===== config.mk =====
export PLATFORM = sky130hd
export DESIGN_NAME = shift_add_datapath_flat
export DESIGN_NICKNAME = d
export VERILOG_FILES = /design/src/rtl/shift_add_datapath_if.sv /design/src/rtl/shift_add_datapath.sv /design/src/flat_wrapper.sv
export SDC_FILE = /design/constraint.sdc
export NUM_CORES = 1
export LEC_CHECK = 0
export ABC_AREA = 1
export CAP_MARGIN = 40
export CORE_MARGIN = 8
export CORE_UTILIZATION = 51
export CTS_BUF_LIST = sky130_fd_sc_hd__clkbuf_16
export DETAILED_ROUTE_END_ITERATION = 8
export GPL_TIMING_DRIVEN = 0
export PLACE_DENSITY = 0.79
export SLEW_MARGIN = 40
export SYNTH_ARGS = -nofsm -noshare
export SYNTH_HDL_FRONTEND = slang
export SYNTH_SLANG_ARGS = --single-unit

===== constraint.sdc =====
create_clock -name CLK -period 4.4 [get_ports CLK]
set_input_delay 0.88 -clock CLK [delete_from_list [all_inputs] [get_ports CLK]]
set_output_delay 0.88 -clock CLK [all_outputs]
set_load 0.05 [all_outputs]

===== src/rtl/shift_add_datapath_if.sv =====
// Strobe/operand/status bundle between the control sequencer (master)
// and the shift-and-add multiplier datapath (slave).
interface shift_add_datapath_if #(
    parameter int WIDTH = 8
);
    logic                 S0, S1, S2, S3, S4, S5;
    logic                 START;
    logic [WIDTH-1:0]     A_IN;
    logic [WIDTH-1:0]     B_IN;
    logic                 GO;
    logic                 SKIP;
    logic [2*WIDTH-1:0]   PRODUCT;
    logic                 DONE;
    logic                 ERR;

    modport master (
        output S0, S1, S2, S3, S4, S5, START, A_IN, B_IN,
        input  GO, SKIP, PRODUCT, DONE, ERR
    );

    modport slave (
        input  S0, S1, S2, S3, S4, S5, START, A_IN, B_IN,
        output GO, SKIP, PRODUCT, DONE, ERR
    );
endinterface


===== src/rtl/shift_add_datapath.sv =====
// Shift-and-add multiplier datapath driven by one-hot sequencer strobes S0..S5;
// owns all operand/accumulator registers and the GO/SKIP/DONE/ERR status bits.
module shift_add_datapath #(
    parameter int WIDTH = 8
) (
    input  logic                CLK,
    input  logic                RESET,
    shift_add_datapath_if.slave bus
);
    localparam int CW = $clog2(WIDTH + 1);

    logic [WIDTH-1:0] mcand_q,  mcand_d;
    logic [WIDTH-1:0] acc_q,    acc_d;
    logic [WIDTH-1:0] mplier_q, mplier_d;
    logic             carry_q,  carry_d;
    logic [WIDTH:0]   sum_q,    sum_d;
    logic [CW-1:0]    count_q,  count_d;
    logic             loaded_q, loaded_d;
    logic             go_q,     go_d;
    logic             done_q,   done_d;
    logic             err_q,    err_d;

    logic [5:0] strb;
    logic [2:0] n_strb;
    logic       multi;

    assign strb = {bus.S5, bus.S4, bus.S3, bus.S2, bus.S1, bus.S0};

    always_comb begin
        n_strb = '0;
        for (int i = 0; i < 6; i++) n_strb = n_strb + {2'b00, strb[i]};
    end

    assign multi = (n_strb > 3'd1);

    always_comb begin
        mcand_d  = mcand_q;
        acc_d    = acc_q;
        mplier_d = mplier_q;
        carry_d  = carry_q;
        sum_d    = sum_q;
        count_d  = count_q;
        loaded_d = loaded_q;
        go_d     = go_q;
        done_d   = done_q;
        err_d    = err_q;
        if (multi) begin
            // Conflicting strobes freeze the datapath; only the sticky flag moves.
            err_d = 1'b1;
        end else begin
            if (bus.START) go_d = 1'b1;
            if (bus.S0) begin
                mcand_d  = '0;
                acc_d    = '0;
                mplier_d = '0;
                carry_d  = 1'b0;
                sum_d    = '0;
                count_d  = '0;
                loaded_d = 1'b0;
                done_d   = 1'b0;
                err_d    = 1'b0;
            end
            // First S1 after S0 loads; later S1s are loop re-entries and hold.
            if (bus.S1 && !loaded_q) begin
                mcand_d  = bus.A_IN;
                mplier_d = bus.B_IN;
                acc_d    = '0;
                count_d  = CW'(WIDTH);
                loaded_d = 1'b1;
                go_d     = 1'b0;
            end
            if (bus.S3 && !done_q) sum_d = {1'b0, acc_q} + {1'b0, mcand_q};
            if (bus.S4 && !done_q) begin
                acc_d   = sum_q[WIDTH-1:0];
                carry_d = sum_q[WIDTH];
            end
            if (bus.S5 && !done_q) begin
                acc_d    = {carry_q, acc_q[WIDTH-1:1]};
                mplier_d = {acc_q[0], mplier_q[WIDTH-1:1]};
                carry_d  = 1'b0;
                count_d  = count_q - CW'(1);
                if (count_q == CW'(1)) done_d = 1'b1;
            end
        end
    end

    always_ff @(posedge CLK) begin
        if (RESET) begin
            mcand_q  <= '0;
            acc_q    <= '0;
            mplier_q <= '0;
            carry_q  <= 1'b0;
            sum_q    <= '0;
            count_q  <= '0;
            loaded_q <= 1'b0;
            go_q     <= 1'b0;
            done_q   <= 1'b0;
            err_q    <= 1'b0;
        end else begin
            mcand_q  <= mcand_d;
            acc_q    <= acc_d;
            mplier_q <= mplier_d;
            carry_q  <= carry_d;
            sum_q    <= sum_d;
            count_q  <= count_d;
            loaded_q <= loaded_d;
            go_q     <= go_d;
            done_q   <= done_d;
            err_q    <= err_d;
        end
    end

    assign bus.GO      = go_q;
    assign bus.SKIP    = ~mplier_q[0] | done_q;
    assign bus.DONE    = done_q;
    assign bus.ERR     = err_q;
    assign bus.PRODUCT = {acc_q, mplier_q};
endmodule


===== src/flat_wrapper.sv =====
// flat-port wrapper written by rule: the top's interface ports become plain ports
module shift_add_datapath_flat 
#(
    parameter int WIDTH = 8
)
  (CLK, RESET, bus_S0, bus_S1, bus_S2, bus_S3, bus_S4, bus_S5, bus_START, bus_A_IN, bus_B_IN, bus_GO, bus_SKIP, bus_PRODUCT, bus_DONE, bus_ERR);
  shift_add_datapath_if #(.WIDTH(WIDTH)) bus_i ();
  input  logic CLK;
  input  logic RESET;
  input wire logic [$bits(bus_i.S0)-1:0] bus_S0;
  input wire logic [$bits(bus_i.S1)-1:0] bus_S1;
  input wire logic [$bits(bus_i.S2)-1:0] bus_S2;
  input wire logic [$bits(bus_i.S3)-1:0] bus_S3;
  input wire logic [$bits(bus_i.S4)-1:0] bus_S4;
  input wire logic [$bits(bus_i.S5)-1:0] bus_S5;
  input wire logic [$bits(bus_i.START)-1:0] bus_START;
  input wire logic [$bits(bus_i.A_IN)-1:0] bus_A_IN;
  input wire logic [$bits(bus_i.B_IN)-1:0] bus_B_IN;
  output wire logic [$bits(bus_i.GO)-1:0] bus_GO;
  output wire logic [$bits(bus_i.SKIP)-1:0] bus_SKIP;
  output wire logic [$bits(bus_i.PRODUCT)-1:0] bus_PRODUCT;
  output wire logic [$bits(bus_i.DONE)-1:0] bus_DONE;
  output wire logic [$bits(bus_i.ERR)-1:0] bus_ERR;
  assign bus_i.S0 = bus_S0;
  assign bus_i.S1 = bus_S1;
  assign bus_i.S2 = bus_S2;
  assign bus_i.S3 = bus_S3;
  assign bus_i.S4 = bus_S4;
  assign bus_i.S5 = bus_S5;
  assign bus_i.START = bus_START;
  assign bus_i.A_IN = bus_A_IN;
  assign bus_i.B_IN = bus_B_IN;
  assign bus_GO = bus_i.GO;
  assign bus_SKIP = bus_i.SKIP;
  assign bus_PRODUCT = bus_i.PRODUCT;
  assign bus_DONE = bus_i.DONE;
  assign bus_ERR = bus_i.ERR;
  shift_add_datapath #(.WIDTH(WIDTH)) u_core (.CLK(CLK), .RESET(RESET), .bus(bus_i));
endmodule

# Word-level counts from Yosys, hierarchy flattened
# Cells that the tools add are included.
# classes
n_reduce_logical	19
bitwise	3
mux	22
n_eq_ne	1
add_sub_neg	7
magnitude_cmp	1
# op_table
op	count
$mux W8	7
$mux W9	2
$add A3 B1 Y3	4
$mux W4	3
$reduce_and A2 Y1	6
$mux W1	10
$add A8 B8 Y9	1
$reduce_bool A2 Y1	4
$reduce_bool A3 Y1	2
$eq A4 B1 Y1 const B	1
$logic_and A1 B1 Y1	4
$reduce_bool A4 Y1	1
$sub A4 B1 Y4 const B	1
$gt A3 B1 Y1 const B	1
$add A1 B1 Y2	1
$logic_not A1 Y1	2
$not A1 Y1	2
$or A1 B1 Y1	1
# word_totals
inputBits	25
ff_bits	42

# Logic depth before layout (Yosys ltp)
# logic_depth
depth_word	8
mapped_depth	14
depth_no_buf	14

# Worst setup path before layout
# OpenSTA, ideal clock, no wires.
# synth_timing
path_type	input-to-reg
start	in bus_S1
end	reg u_core.mplier_q[7]
setup_time_ps	116
stages	13
arrival_ps	3182
slack_ps	1102
required_ps	4284
cell_sequence	ha_1 inv_1 fa_1 inv_1 ha_1 a21oi_1 fa_1 nand2_1 inv_2 nand2_4 inv_4 buf_6 o211a_1
# synth_via
elab_chain_len	8
elab_cells_between_ends	12
cone_classes	add/sub: 5; order compare: 1; mux: 2; bitwise: 1; reduce/logical: 3
# synth_lines
item	line	rtl
start, declared	flat_wrapper.sv:11	input wire logic [$bits(bus_i.S1)-1:0] bus_S1;
$add A1 B1 Y2	shift_add_datapath.sv:31	for (int i = 0; i < 6; i++) n_strb = n_strb + {2'b00, strb[i]};
$add A3 B1 Y3 (4 in a row)	shift_add_datapath.sv:31	
$gt A3 B1 Y1	shift_add_datapath.sv:34	assign multi = (n_strb > 3'd1);
$not A1 Y1 (no source line)	-	
$reduce_and A2 Y1 (no source line)	-	
end signal, assigned	shift_add_datapath.sv:102	mplier_q <= mplier_d;
end, declared	shift_add_datapath.sv:14	logic [WIDTH-1:0] mplier_q, mplier_d;
# Several ways; a longest one is shown, not always the timed one.
# A chain may end at the register's enable or synchronous reset.

# Final worst setup path
# layout_timing
start	in bus_S5
end	reg u_core.count_q[3]
# layout_via
elab_chain_len	4
elab_cells_between_ends	7
cone_classes	add/sub: 1; order compare: 1; mux: 1; bitwise: 1; reduce/logical: 3
# layout_lines
item	line	rtl
start, declared	flat_wrapper.sv:15	input wire logic [$bits(bus_i.S5)-1:0] bus_S5;
$add A3 B1 Y3	shift_add_datapath.sv:31	
$gt A3 B1 Y1	shift_add_datapath.sv:34	
$not A1 Y1 (no source line)	-	
$reduce_and A2 Y1 (no source line)	-	
end signal, assigned	shift_add_datapath.sv:105	count_q <= count_d;
end, declared	shift_add_datapath.sv:17	logic [CW-1:0] count_q, count_d;
# Several ways; a longest one is shown, not always the timed one.

==> qor.yml <==
cp_slowest_stage_delay_ns: 0.61
avgRoutedWirePerCell_um: 13.1
slew-limit-headroom_pct: 59.5
internal_power_uw: 854
p_comb_share_pct: 41.3
route.detailed.drc: 0
irDropWorstVdd_mv: 0.240
dieArea_um2: 6830
area_growth_pct: 27.7
syn_nets: 350
min_path_type: "flop to flop"
first_iter_violations: 123
numCtsBuffers: 5
dp_hpwl_um: 4160
fin_cells: 412
htree_levels: 2
first_global_vias: 2086
cts_setup_buffers: 0
fp.dieH_um: 82.7
antenna_cells: 0
async_flop_share_pct: 0
clk_pin_slew_ns: 0.06
fin_tns_setup_ns: 0
syn-cell-area_um2: 2270
coreArea_um2: 4320
dpl_cell_area_um2: 2760
p_sw_uw: 569
start_util_pct: 52.4
setup_viol: 0
rsz0062_at_grt: "false"
fin_util_pct: 66.9
gp_congestion: 0.834
ys_ff_latch: 42
vias: 2192
yosys_warnings: 0
routed_wl_um: 5420
port_buffers: 43
path_max_fanout: 10
synth_edf_count: 0
dp.cells: 405
swShare_pct: 40.0
synth_ff_type: "dfxtp_1"
max_freq_mhz: 258
dr.pass1.iters: 4
cts_max_path_buffers: 2
avgSynthCellArea_um2: 7.31
worstPathRequired_ns: 4.57
tightest_slew_ns: 0.608
cts.repair.resized: 0
power_frac_seq_pct: 34.9
via_per_inst: 5.32
cp-end-kind: "flop"
cp.arrival_ns: 4.04
final_hold_viol_count: 0
skew_ns: 0.00278
whs_ns: 0.463
antenna_found_initial: 0
grt_pass1_wl_um: 9200
r2r_setup_slack_ns: 2.66
ant_nets: 0
reg2regPathDepth: 10
postSynthCellCount: 310
synth.distinct_cells: 34
outcome: "completed"
grt_usage_pct: 17.2
holdPathStages: 2
final_cell_mix: "73 x nand2_1, 43 x clkdlybuf4s50_1, 42 x dfxtp_1, 41 x a21oi_1, 30 x inv_1"
design_area_um2: 2890
final_common_cell: "nand2_1"
ios: 45
die_x_um: 82.7
slew_violations: 0
finalCritPeriodShare_pct: 88.0
nNetsFinal: 400
power_leakage_uw: 0.00122
crit_path_start_kind: "input port"
drive_above_1_share_pct: 7.50
clk_latency_ns: 0.28
cts_tree: "yes"
cap_violations: 0
cts-root-buf: "clkbuf_16"
grt_max_degree: 12
path_class: "input port to flop"
ctsHoldBuffers: 0
post-route-min-period_ns: 3.87
overflow: 0
power_frac_clock_pct: 23.7
crit_path_frequent_cell: "fa_1"
worstPathCellList: "clkdlybuf4s50_1 > clkinv_1 > fa_1 > inv_1 > ha_1 > a21oi_1 > fa_1 > nand2_1 > inv_2 > nand2_4 > inv_4 > buf_6 > o21ai_1 > nor2_1"
numClockSinks: 42
cp_slowest_cell: "fa_1"
yosysSeqAreaShare_pct: 37.1
row_count: 24
powerDensity_nw_per_um2: 492
[worst max-delay path, delay by kind of cell]
family | cells | cell delay, ns
buffers and inverters | 6 | 1.19
adder cells (fa/ha/maj) | 3 | 1.32
AND/OR/NAND/NOR | 3 | 0.33
AO/OA/AOI/OAI | 2 | 0.32
[through the flow]
step	power, uW	setup slack (ns)
floorplan	910	1.10
global placement	1080	0.243
detailed placement	1090	0.195
CTS	1430	0.490
global route	1520	0.230
finish	1420	0.530
[worst paths after layout]
check                                startpoint                end
worst min register to register  u_core.sum_q[7]    u_core.sum_q[7]
worst max register to register  u_core.acc_q[0]    u_core.sum_q[4]
worst max-delay path                     bus_S5  u_core.count_q[3]
worst min-delay path            u_core.sum_q[7]    u_core.sum_q[7]
[sequential cells by signal, indices dropped and copies added (netlist names)]
signal and cells:
u_core.sum_q 9, u_core.bus.DONE 1, u_core.bus.GO 1, u_core.count_q 4, u_core.loaded_q 1, u_core.acc_q 8, u_core.carry_q 1, u_core.bus.ERR 1
u_core.mcand_q 8, u_core.mplier_q 8
[routing by layer]
layer | part of all wire [%] | track usage (%)
met5 | 0 | 0
met4 | 1.5 | 5.17
met3 | 9.3 | 5.84
met2 | 47 | 29.4
met1 | 42 | 19.8
[power groups by stage]
stage,clock network [uW],logic (uW),registers [uW]
after floorplan,0,281,629
after global placement,0,576,502
after detailed placement,0,588,503
after CTS,345,591,496
after global routing,366,647,506
final,338,588,497
[layout make-up]
type                            count  area [um2]
Buffer                              8        55.1
Clock buffer                        5         125
Clock inverter                      2        7.51
Fill cell                         386        1430
Inverter                           36         140
Multi-Input combinational cell    224        1230
Sequential cell                    42         841
Tap cell                           52        65.1
Timing Repair Buffer               43         430
[cells by family after synthesis]
group / count (synthesis) / synth area share, %
DFF: 42 / 37.1
AOI/OAI and AO/OA: 76 / 17.9
adders and majority gates: 15 / 9.28
buffers and inverters: 44 / 8.61
and+or+nand+nor: 132 / 26.7
xor gates and xnor gates: 1 / 0.387
[synth_stat cells, types with 3 or more instances]
cell type  count  area, um2
a21oi_1       41        205
a22oi_1        6       45.0
buf_6          3       33.8
dfxtp_1       42        841
fa_1           3       60.1
ha_1          12        150
inv_1         28        105
inv_2          5       18.8
nand2_1       73        274
nand2_4        5       56.3
nand3_1       14       70.1
nand3b_1       3       22.5
nand4_1        3       18.8
nor2_1        24       90.1
o21ai_0       23        115
or2_2          3       18.8
(Power assumes the default switching activity.)
